### src/rtl/parking_pkg.sv
// Shared types, codes and helpers for the parking elevator scheduler.
// Imported by the scheduler top and its request FIFO.
package parking_pkg;

    localparam int FLOOR_W = 3;
    localparam int PLATE_W = 16;

    localparam logic DIR_IN  = 1'b0;
    localparam logic DIR_OUT = 1'b1;

    localparam logic [1:0] ST_OK      = 2'd0;
    localparam logic [1:0] ST_DROPPED = 2'd1;
    localparam logic [1:0] ST_ABORTED = 2'd2;

    typedef enum logic [1:0] {
        S_IDLE      = 2'd0,
        S_TO_PICKUP = 2'd1,
        S_TO_DEST   = 2'd2
    } state_t;

    typedef struct packed {
        logic [PLATE_W-1:0] plate;
        logic [FLOOR_W-1:0] floor;
    } req_t;

    // Bit f set for every serviceable parking floor 1..top.
    function automatic logic [(1<<FLOOR_W)-1:0] floor_range(input int top);
        logic [(1<<FLOOR_W)-1:0] m;
        m = '0;
        for (int f = 1; f < (1 << FLOOR_W); f++)
            if (f <= top) m[f] = 1'b1;
        return m;
    endfunction

    function automatic logic [FLOOR_W-1:0] step_toward(
        input logic [FLOOR_W-1:0] cur,
        input logic [FLOOR_W-1:0] tgt
    );
        return (tgt > cur) ? cur + FLOOR_W'(1) : cur - FLOOR_W'(1);
    endfunction

endpackage

### src/rtl/sched_fifo.sv
// Small synchronous request FIFO with registered occupancy count.
// Pushes to a full queue and pops from an empty one are ignored.
module sched_fifo #(
    parameter int WIDTH = 19,
    parameter int DEPTH = 4
) (
    input  logic             clock,
    input  logic             reset,
    input  logic             push,
    input  logic             pop,
    input  logic [WIDTH-1:0] din,
    output logic [WIDTH-1:0] dout,
    output logic             full,
    output logic             empty
);
    localparam int AW = (DEPTH > 1) ? $clog2(DEPTH) : 1;

    logic [WIDTH-1:0] mem [DEPTH];
    logic [AW-1:0]    wr_ptr;
    logic [AW-1:0]    rd_ptr;
    logic [AW:0]      count;
    logic             do_push;
    logic             do_pop;

    assign full    = (count == (AW+1)'(DEPTH));
    assign empty   = (count == '0);
    assign do_push = push && !full;
    assign do_pop  = pop && !empty;
    assign dout    = mem[rd_ptr];

    always_ff @(posedge clock) begin
        if (do_push) mem[wr_ptr] <= din;
    end

    always_ff @(posedge clock or posedge reset) begin
        if (reset) begin
            wr_ptr <= '0;
            rd_ptr <= '0;
            count  <= '0;
        end else begin
            if (do_push) wr_ptr <= wr_ptr + AW'(1);
            if (do_pop)  rd_ptr <= rd_ptr + AW'(1);
            unique case ({do_push, do_pop})
                2'b10:   count <= count + (AW+1)'(1);
                2'b01:   count <= count - (AW+1)'(1);
                default: ;
            endcase
        end
    end

endmodule

### src/rtl/parking_elevator_scheduler.sv
// Parking elevator scheduler: queues IN/OUT requests, arbitrates round-robin
// and drives the car one floor per cycle through pickup and delivery.
module parking_elevator_scheduler
    import parking_pkg::*;
#(
    parameter int QDEPTH    = 4,
    parameter int TOP_FLOOR = 7
) (
    input  logic               clock,
    input  logic               reset,
    input  logic               req_valid,
    output logic               req_ready,
    input  logic               req_dir,
    input  logic [PLATE_W-1:0] req_plate,
    input  logic [FLOOR_W-1:0] req_floor,
    input  logic               leakage,
    input  logic [FLOOR_W-1:0] leakage_floor,
    output logic [FLOOR_W-1:0] current_floor,
    output logic [PLATE_W-1:0] moving,
    output logic               busy,
    output logic               done_valid,
    output logic [PLATE_W-1:0] done_plate,
    output logic               done_dir,
    output logic [1:0]         done_status,
    output logic [7:0]         leak_mask
);
    localparam int         REQ_W    = PLATE_W + FLOOR_W;
    localparam logic [7:0] FLOOR_OK = floor_range(TOP_FLOOR);

    state_t             state;
    logic               last_served;
    logic [PLATE_W-1:0] cur_plate;
    logic               cur_dir;
    logic [FLOOR_W-1:0] cur_floor;
    logic [FLOOR_W-1:0] pickup;
    logic [FLOOR_W-1:0] dest;
    logic               abort;

    req_t req_in;
    req_t in_head;
    req_t out_head;
    req_t head;
    logic in_full, in_empty, out_full, out_empty;
    logic in_push, out_push, in_pop, out_pop;
    logic dispatch, take_out, head_dir, head_drop, abort_hit;

    assign req_in    = '{plate: req_plate, floor: req_floor};
    assign req_ready = (req_dir == DIR_OUT) ? !out_full : !in_full;
    assign in_push   = req_valid && (req_dir == DIR_IN) && !in_full;
    assign out_push  = req_valid && (req_dir == DIR_OUT) && !out_full;

    // With both queues pending, the one not served last wins.
    assign take_out  = !out_empty && (in_empty || last_served == DIR_IN);
    assign dispatch  = (state == S_IDLE) && !(in_empty && out_empty);
    assign in_pop    = dispatch && !take_out;
    assign out_pop   = dispatch && take_out;
    assign head      = take_out ? out_head : in_head;
    assign head_dir  = take_out ? DIR_OUT : DIR_IN;
    assign head_drop = !FLOOR_OK[head.floor] || leak_mask[head.floor];
    assign busy      = (state != S_IDLE);

    // A finishing unload is never turned into an abort.
    assign abort_hit = (state != S_IDLE) && (cur_dir == DIR_IN) && !abort
                    && !(state == S_TO_DEST && current_floor == dest)
                    && (leak_mask[cur_floor]
                        || (leakage && leakage_floor == cur_floor));

    sched_fifo #(.WIDTH(REQ_W), .DEPTH(QDEPTH)) u_in_q (
        .clock (clock),
        .reset (reset),
        .push  (in_push),
        .pop   (in_pop),
        .din   (req_in),
        .dout  (in_head),
        .full  (in_full),
        .empty (in_empty)
    );

    sched_fifo #(.WIDTH(REQ_W), .DEPTH(QDEPTH)) u_out_q (
        .clock (clock),
        .reset (reset),
        .push  (out_push),
        .pop   (out_pop),
        .din   (req_in),
        .dout  (out_head),
        .full  (out_full),
        .empty (out_empty)
    );

    always_ff @(posedge clock or posedge reset) begin
        if (reset) begin
            state         <= S_IDLE;
            last_served   <= DIR_OUT;
            current_floor <= '0;
            moving        <= '0;
            cur_plate     <= '0;
            cur_dir       <= DIR_IN;
            cur_floor     <= '0;
            pickup        <= '0;
            dest          <= '0;
            abort         <= 1'b0;
            done_valid    <= 1'b0;
            done_plate    <= '0;
            done_dir      <= 1'b0;
            done_status   <= ST_OK;
            leak_mask     <= '0;
        end else begin
            done_valid <= 1'b0;
            if (leakage && FLOOR_OK[leakage_floor])
                leak_mask[leakage_floor] <= 1'b1;

            unique case (state)
                S_IDLE: begin
                    if (dispatch) begin
                        last_served <= head_dir;
                        if (head_drop) begin
                            done_valid  <= 1'b1;
                            done_plate  <= head.plate;
                            done_dir    <= head_dir;
                            done_status <= ST_DROPPED;
                        end else begin
                            cur_plate <= head.plate;
                            cur_dir   <= head_dir;
                            cur_floor <= head.floor;
                            pickup    <= (head_dir == DIR_IN) ? '0 : head.floor;
                            dest      <= (head_dir == DIR_IN) ? head.floor : '0;
                            abort     <= 1'b0;
                            state     <= S_TO_PICKUP;
                        end
                    end
                end
                S_TO_PICKUP: begin
                    if (current_floor != pickup) begin
                        current_floor <= step_toward(current_floor, pickup);
                    end else begin
                        moving <= cur_plate;
                        state  <= S_TO_DEST;
                    end
                end
                S_TO_DEST: begin
                    if (current_floor != dest) begin
                        current_floor <= step_toward(current_floor, dest);
                    end else begin
                        moving      <= '0;
                        done_valid  <= 1'b1;
                        done_plate  <= cur_plate;
                        done_dir    <= cur_dir;
                        done_status <= abort ? ST_ABORTED : ST_OK;
                        state       <= S_IDLE;
                    end
                end
                default: state <= S_IDLE;
            endcase

            if (abort_hit) begin
                abort <= 1'b1;
                dest  <= '0;
            end
        end
    end

endmodule
### config.mk
export PLATFORM = sky130hd
export DESIGN_NAME = parking_elevator_scheduler
export DESIGN_NICKNAME = d
export VERILOG_FILES = /design/src/rtl/parking_pkg.sv /design/src/rtl/sched_fifo.sv /design/src/rtl/parking_elevator_scheduler.sv
export SDC_FILE = /design/constraint.sdc
export NUM_CORES = 1
export LEC_CHECK = 0
export ABC_CLOCK_PERIOD_IN_PS = 4200
export BUFFER_PORTS_ARGS = -buffer_cell sky130_fd_sc_hd__buf_2
export CAP_MARGIN = 25
export CELL_PAD_IN_SITES_DETAIL_PLACEMENT = 1
export CELL_PAD_IN_SITES_GLOBAL_PLACEMENT = 1
export CORE_MARGIN = 1
export CORE_UTILIZATION = 46
export DETAILED_ROUTE_END_ITERATION = 8
export PLACE_DENSITY_LB_ADDON = 0.15
export SLEW_MARGIN = 20
export SYNTH_ARGS = -nofsm -noshare
export SYNTH_HDL_FRONTEND = slang
export SYNTH_HIERARCHICAL = 1
export SYNTH_SLANG_ARGS = --single-unit
### constraint.sdc
create_clock -name clock -period 4.2 [get_ports clock]
set_input_delay 0.21 -clock clock [delete_from_list [all_inputs] [get_ports clock]]
set_output_delay 0.21 -clock clock [all_outputs]
set_load 0.005 [all_outputs]
==> results of run 1 <==
## kinds of logic (layout without fill, tap and decap cells)
group / Yosys count / in the layout / synth area share, %
xor gates and xnor gates: 17 / 17 / 1.44
and+or+nand+nor: 206 / 206 / 8.82
buffers and inverters: 55 / 187 / 2.44
AOI/OAI and AO/OA: 66 / 66 / 4.75
muxes: 81 / 81 / 13.2
DFF: 243 / 243 / 66.3
adders and majority gates: 24 / 24 / 3.05
## cell usage in the layout (no fill, tap or decap), types with 3 or more instances in the layout
cell type,instances
a41o_1,4
nor2b_1,4
and2_2,8
xor2_1,6
nand2_1,151
a31o_2,6
dlygate4sd3_1,20
bufinv_16,5
mux2i_1,4
ha_1,22
buf_2,75
nand3_1,8
o21ai_1,4
inv_1,27
buf_4,12
o21ai_0,26
nor2_1,15
edfxtp_1,152
clkbuf_16,26
a21oi_1,4
mux4_2,40
clkinv_2,8
nor3_1,3
xnor2_1,11
mux2_2,25
nand4_1,6
clkbuf_1,3
clkinv_1,6
mux2_1,10
dfrtp_1,90
## stage by stage
| step | instance area [µm²] | setup WS, ns |
|---|---|---|
| after CTS | 12100 | 0.656 |
| after global placement | 11000 | 0.831 |
| after floorplan | 10300 | 1.18 |
| after global routing | 12200 | 0.409 |
| after detailed placement | 11000 | 0.673 |
| final | 12200 | 0.672 |
## cell type report
class,count,area (µm²),area share [%]
Clock inverter,17,216,1.78
Multi-Input combinational cell,394,3250,26.7
Sequential cell,243,6840,56.3
Inverter,30,114,0.936
Timing Repair Buffer,109,701,5.76
Clock buffer,31,689,5.67
Tap cell,280,350,2.88
## sequential cells by signal (all words and copies together) (netlist names), 8 cells and up
name         flops
u_out_q/mem     76
leak_mask        8
moving          16
done_plate      16
cur_plate       16
u_in_q/mem      76
## per-layer routing
layer | wire length, µm | GRT usage (%) | up-vias
met5 | 0 | 0 | -
met2 | 11200 | 34.0 | 125
li1 | - | - | 2750
met3 | 848 | 2.68 | 25
met4 | 318 | 4.90 | 0
met1 | 10600 | 29.1 | 3104
## worst max path at each step
stage | from | endpoint | cells past startpoint | slack [ns]
2_1_floorplan | u_out_q/rd_ptr[0] | done_plate[0] | 9 | 1.18
3_3_place_gp | u_in_q/count[0] | done_plate[9] | 8 | 0.83
3_5_place_dp | u_in_q/count[0] | done_plate[9] | 8 | 0.67
4_1_cts | u_in_q/count[0] | done_dir | 8 | 0.66
5_1_grt | u_in_q/count[0] | done_plate[12] | 8 | 0.41
6_report | u_in_q/count[0] | done_plate[9] | 8 | 0.67
## power by group
group          total (mW)  switching [mW]  internal, mW
combinational        4.01            2.29          1.72
sequential           3.50           0.362          3.14
clock                2.40           0.922          1.48
total                9.91            3.57          6.33
==> impl_results.md, run 1 <==
- Status: complete, no violations
- DRT Pass-1 Iters: 4
- Post-layout util: 55.6%
- Synthesized area: 10300 µm²
- Boundary pin count: 76
- Total negative slack: 0 ns
- Nets: 855
- FMAX: 283 MHz
- R2R setup slack: 0.67 ns
- Relative slew slack: 48.6%
- Crit-path max FO: 18
- Root Buffer: clkbuf_16
- PD cells: 815 nW/µm²
- Mapped Nets: 743
- Clock Path Buffers: 3
- Worst hold start: leakage_floor[0]
- DRT iter0 DRCs: 291
- Fin. Hold Viols: 0
- Top post-synthesis cells by area: edfxtp_1, dfrtp_1, mux4_2, nand2_1, mux2_2
- CTS Sinks: 243
- Worst Path Class, Setup: reg2reg
- # DRC: 0
- Type of the most critical hold path: in2reg
- Hold path depth: 2
- Worst-path clk slew: 0.07 ns
- Core region area: 21900 µm²
- Post CTS Setup Buffer Count: 0
- Critical Path, Cell by Cell: nor3_1 > nor2b_1 > o21ai_2 > a21boi_1 > a311oi_2 > o31ai_4 > a32oi_4 > mux2_2
- Min Tclk post-route: 3.53 ns
- Initial core utilization: 47.2%
- Register area share after synthesis: 66.3%
- IO Port Bufs: 75
- Commonest cells post-synth: edfxtp_1, nand2_1, dfrtp_1, mux4_2, inv_1
- Period utilization: 84.0%
- Critical Path AT: 3.95 ns
- FILL cells: 2102
- Synth Register Bits: 243
- EDFF count, synth: 152
- Top-count cell post-synth: edfxtp_1
- Synth top area share: 44.2%
- Leak: 4.88 nW
- Fin. max-slew vios: 0
- Initial antenna violation count: 0
- Latest clock arrival within the worst-skew pair: 0.53 ns
- CTS tree: built
- Non-filler instance count after layout: 1104
- Ys Warns: 6
- Fin Clk Skew: 0.0164 ns
- WHS Endpoint: leak_mask[3]
- Total power: 9.91 mW
- Die Wd: 152 µm
- GRT Total Usage: 20.5%
- Via count: 6004
- Worst r2r src: u_in_q/count[0]
- Cell count after synthesis: 692
- Ys flop type: edfxtp_1
- Resized cells post-CTS: 0
- CP required: 4.62 ns
- CTS Buf Count: 26
- Synth Area per Inst: 14.9 µm²
- DR WL/cell: 20.8 µm
- Hold_buf cts: 20
- Final WL: 23.0 mm
- Crit-path slowest cell: a32oi_4
- Syn-to-layout area delta: 17.8%
- Biggest area consumer among synthesized cells: edfxtp_1
- Die Y: 152 µm
- Placed Instances: 1034
- Placer Congestion: 0.804
- First-pass GRT wire length: 37.1 mm
- Asr flop ratio synth: 37.4%
- GR Overflow Total: 0
- H-tree depth: 1
- MaxCap Viol Count: 0
- Area of the die: 23000 µm²
- Critical Path End Type: flip-flop
- Post-route ant nets: 0
- Cell variety after synth: 50
- Startpoint Class: flip-flop
- Worst path top cell family by delay: compound AO/OA/AOI/OAI gates
- N_diodes: 0
- Vias per cell: 5.44
- RSZ-0062 raised after global routing: false
- Final setup viols: 0
- CP Buf/Inv Count: 0
- Number of global-route vias before repair: 6521
- HPWL after DPL: 15.1 mm
- Slew @ Worst Pin: 0.770 ns
- Reg2Reg Depth: 8
- Worst IR drop on VDD: 0.385 mV
- Share of layout cells above drive strength 1: 27.4%
- Pin count of the biggest net entering global routing: 54
- Core Rows: 54
- Worst path max stage delay: 0.71 ns
- FF-to-FF End: done_plate[9]
- Hold_ws: 0.0325 ns
Note: power is estimated with default switching activity, not from simulation.
==> inputs of run 2 (changes only) <==
ABC_CLOCK_PERIOD_IN_PS = 3120   (was 4200)
clock period = 3.12 ns   (was 4.2 ns; I/O delays follow)
==> run 2 against run 1 <==
- first-iteration DRC count rose by 12%
- global-route usage rose by 0.44 points
- routed wire length grew 1.4%
- cell area up 0.68%
==> impl_results.md, run 2 (synthesized netlist as in run 1, its figures left out) <==
- IO Port Bufs: 75 (unchanged)
- Nets: 871 (+1.9%)
- Total power: 13.3 mW (+35%)
- Leak: 4.92 nW (+0.90%)
- FILL cells: 2136 (+1.6%)
- Syn-to-layout area delta: 18.6%
- Initial antenna violation count: 0 (unchanged)
- GRT Total Usage: 21.0% (+0.44 points)
- Initial core utilization: 47.2% (unchanged)
- CTS Buf Count: 26 (unchanged)
- Biggest regs: u_in_q/mem (76), u_out_q/mem (76)
- Status: complete, no violations
- Type of the most critical hold path: in2reg
- First-pass GRT wire length: 37.8 mm (+1.7%)
- Critical Path AT: 3.35 ns (-0.60 ns)
- Placer Congestion: 0.833 (+3.6%)
- Startpoint Class: flip-flop
- Area of the die: 23000 µm² (unchanged)
- Min Tclk post-route: 2.95 ns (-0.578 ns)
- Worst-path clk slew: 0.06 ns (about the same)
- Crit-path max FO: 18 (unchanged)
- Fin. max-slew vios: 0 (unchanged)
- RSZ-0062 raised after global routing: false
- Critical Path, Cell by Cell: nor3_1 > buf_4 > inv_1 > and3_1 > a21o_1 > a311oi_2 > o31ai_4 > a32oi_4 > buf_6 > mux2_2
- CTS tree: built
- Vias per cell: 5.43 (-0.19%)
- Root Buffer: clkbuf_16
- CP required: 3.52 ns (-1.10 ns)
- Worst Path Class, Setup: reg2reg
- Final setup viols: 0 (unchanged)
- MaxCap Viol Count: 0 (unchanged)
- Worst IR drop on VDD: 0.550 mV (+43%)
- Worst path max stage delay: 0.43 ns (-0.28 ns)
- Relative slew slack: 56.1% (+7.5 points)
- DRT iter0 DRCs: 326 (+12%)
- Via count: 6074 (+1.2%)
- Post-route ant nets: 0 (unchanged)
- CTS Sinks: 243 (unchanged)
- Clock Path Buffers: 3 (unchanged)
- DR WL/cell: 20.8 µm (about the same)
- GR Overflow Total: 0 (unchanged)
- H-tree depth: 1 (unchanged)
- Period utilization: 94.5% (+11 points)
- Crit-path slowest cell: dfrtp_1
- Die Wd: 152 µm (unchanged)
- N_diodes: 0 (unchanged)
- Core region area: 21900 µm² (unchanged)
- Most frequent cells in the layout: edfxtp_1, nand2_1, dfrtp_1
- PD cells: 1090 nW/µm² (+34%)
- DRT Pass-1 Iters: 4 (unchanged)
- Pin count of the biggest net entering global routing: 54 (unchanged)
- Number of global-route vias before repair: 6595 (+1.1%)
- Fin Clk Skew: 0.0159 ns (-0.000560 ns)
- Core Rows: 54 (unchanged)
- Die Y: 152 µm (unchanged)
- Post CTS Setup Buffer Count: 0 (unchanged)
- Leading cell type in the layout, fill and taps excluded: edfxtp_1
- Boundary pin count: 76 (unchanged)
- Final WL: 23.3 mm (+1.4%)
- FMAX: 339 MHz (+20%)
- # DRC: 0 (unchanged)
- HPWL after DPL: 15.6 mm (+3.4%)
- Share of layout cells above drive strength 1: 27.9% (+0.46 points)
- Fin. Hold Viols: 0 (unchanged)
- Critical Path End Type: flip-flop
- Slew @ Worst Pin: 0.659 ns (-0.112 ns)
- Latest clock arrival within the worst-skew pair: 0.53 ns (about the same)
- Total negative slack: 0 ns (unchanged)
-- run 2: changes by cell type in the layout (fill, tap and decap cells not counted), moves of 2 or more --
cell and change:
bufinv_16 -2, dlygate4sd3_1 +4, clkbuf_1 +2, buf_4 +11, clkinv_2 -2, clkinv_1 +2
-- run 2: where the power goes --
part	switching, mW	internal (mW)
clock network	1.21	1.80
registers	0.466	4.22
logic	3.15	2.48
-- run 2: layout make-up --
| class | count | area, µm² | share of cell area [%] |
|---|---|---|---|
| Clock buffer | 32 | 683 | 5.58 |
| Timing Repair Buffer | 125 | 840 | 6.86 |
| Multi-Input combinational cell | 394 | 3260 | 26.6 |
| Sequential cell | 243 | 6840 | 55.9 |
| Tap cell | 280 | 350 | 2.86 |
| Clock inverter | 15 | 154 | 1.26 |
| Inverter | 30 | 114 | 0.930 |
-- run 2: repair_timing --
item	CTS	global route
gates resized for setup	0	3
setup endpoints to repair	0	17
hold buffers	24	0
endpoints found under the hold margin	224	0
-- run 2: final timing paths --
| kind | startpoint | end | slack, ns | depth (start not counted) |
|---|---|---|---|---|
| min | req_dir | u_in_q/wr_ptr[0] | 0.10 | 4 |
| max | u_out_q/count[1] | done_dir | 0.17 | 10 |
| max in group asynchronous | reset | cur_plate[13] | 2.08 | 5 |
| max reg2reg | u_out_q/count[1] | done_dir | 0.17 | 10 |
| min in group asynchronous | reset | leak_mask[5] | 0.15 | 3 |
| min reg2reg | leak_mask[0] | leak_mask[0] | 0.39 | 0 |
-- run 2: worst max-delay path: cells and delay by family, from the launching register on --
kind            cells  cell delay (ns)
compound gates      4             0.93
buf+inv             3             0.56
flops               1             0.43
mux                 1             0.36
simple gates        2             0.54
-- run 2: routing by layer --
| metal | wire length [µm] | track usage [%] |
|---|---|---|
| met5 | 0 | 0 |
| met4 | 376 | 4.52 |
| met3 | 968 | 2.99 |
| met2 | 11500 | 34.8 |
| met1 | 10500 | 29.6 |
-- run 2: per-stage QoR --
stage	hold WS, ns	worst slack, ns	util (%)	cell area (µm²)	std cells
final	0.100	0.170	55.9	12200	1119
after global routing	0.125	0.0348	55.9	12200	1119
after CTS	0.0845	0.0430	55.8	12200	1118
after detailed placement	0.167	0.0582	50.8	11100	1047
after global placement	0.156	0.201	50.8	11100	1047
after floorplan	-0.0406	0.101	-	10300	692
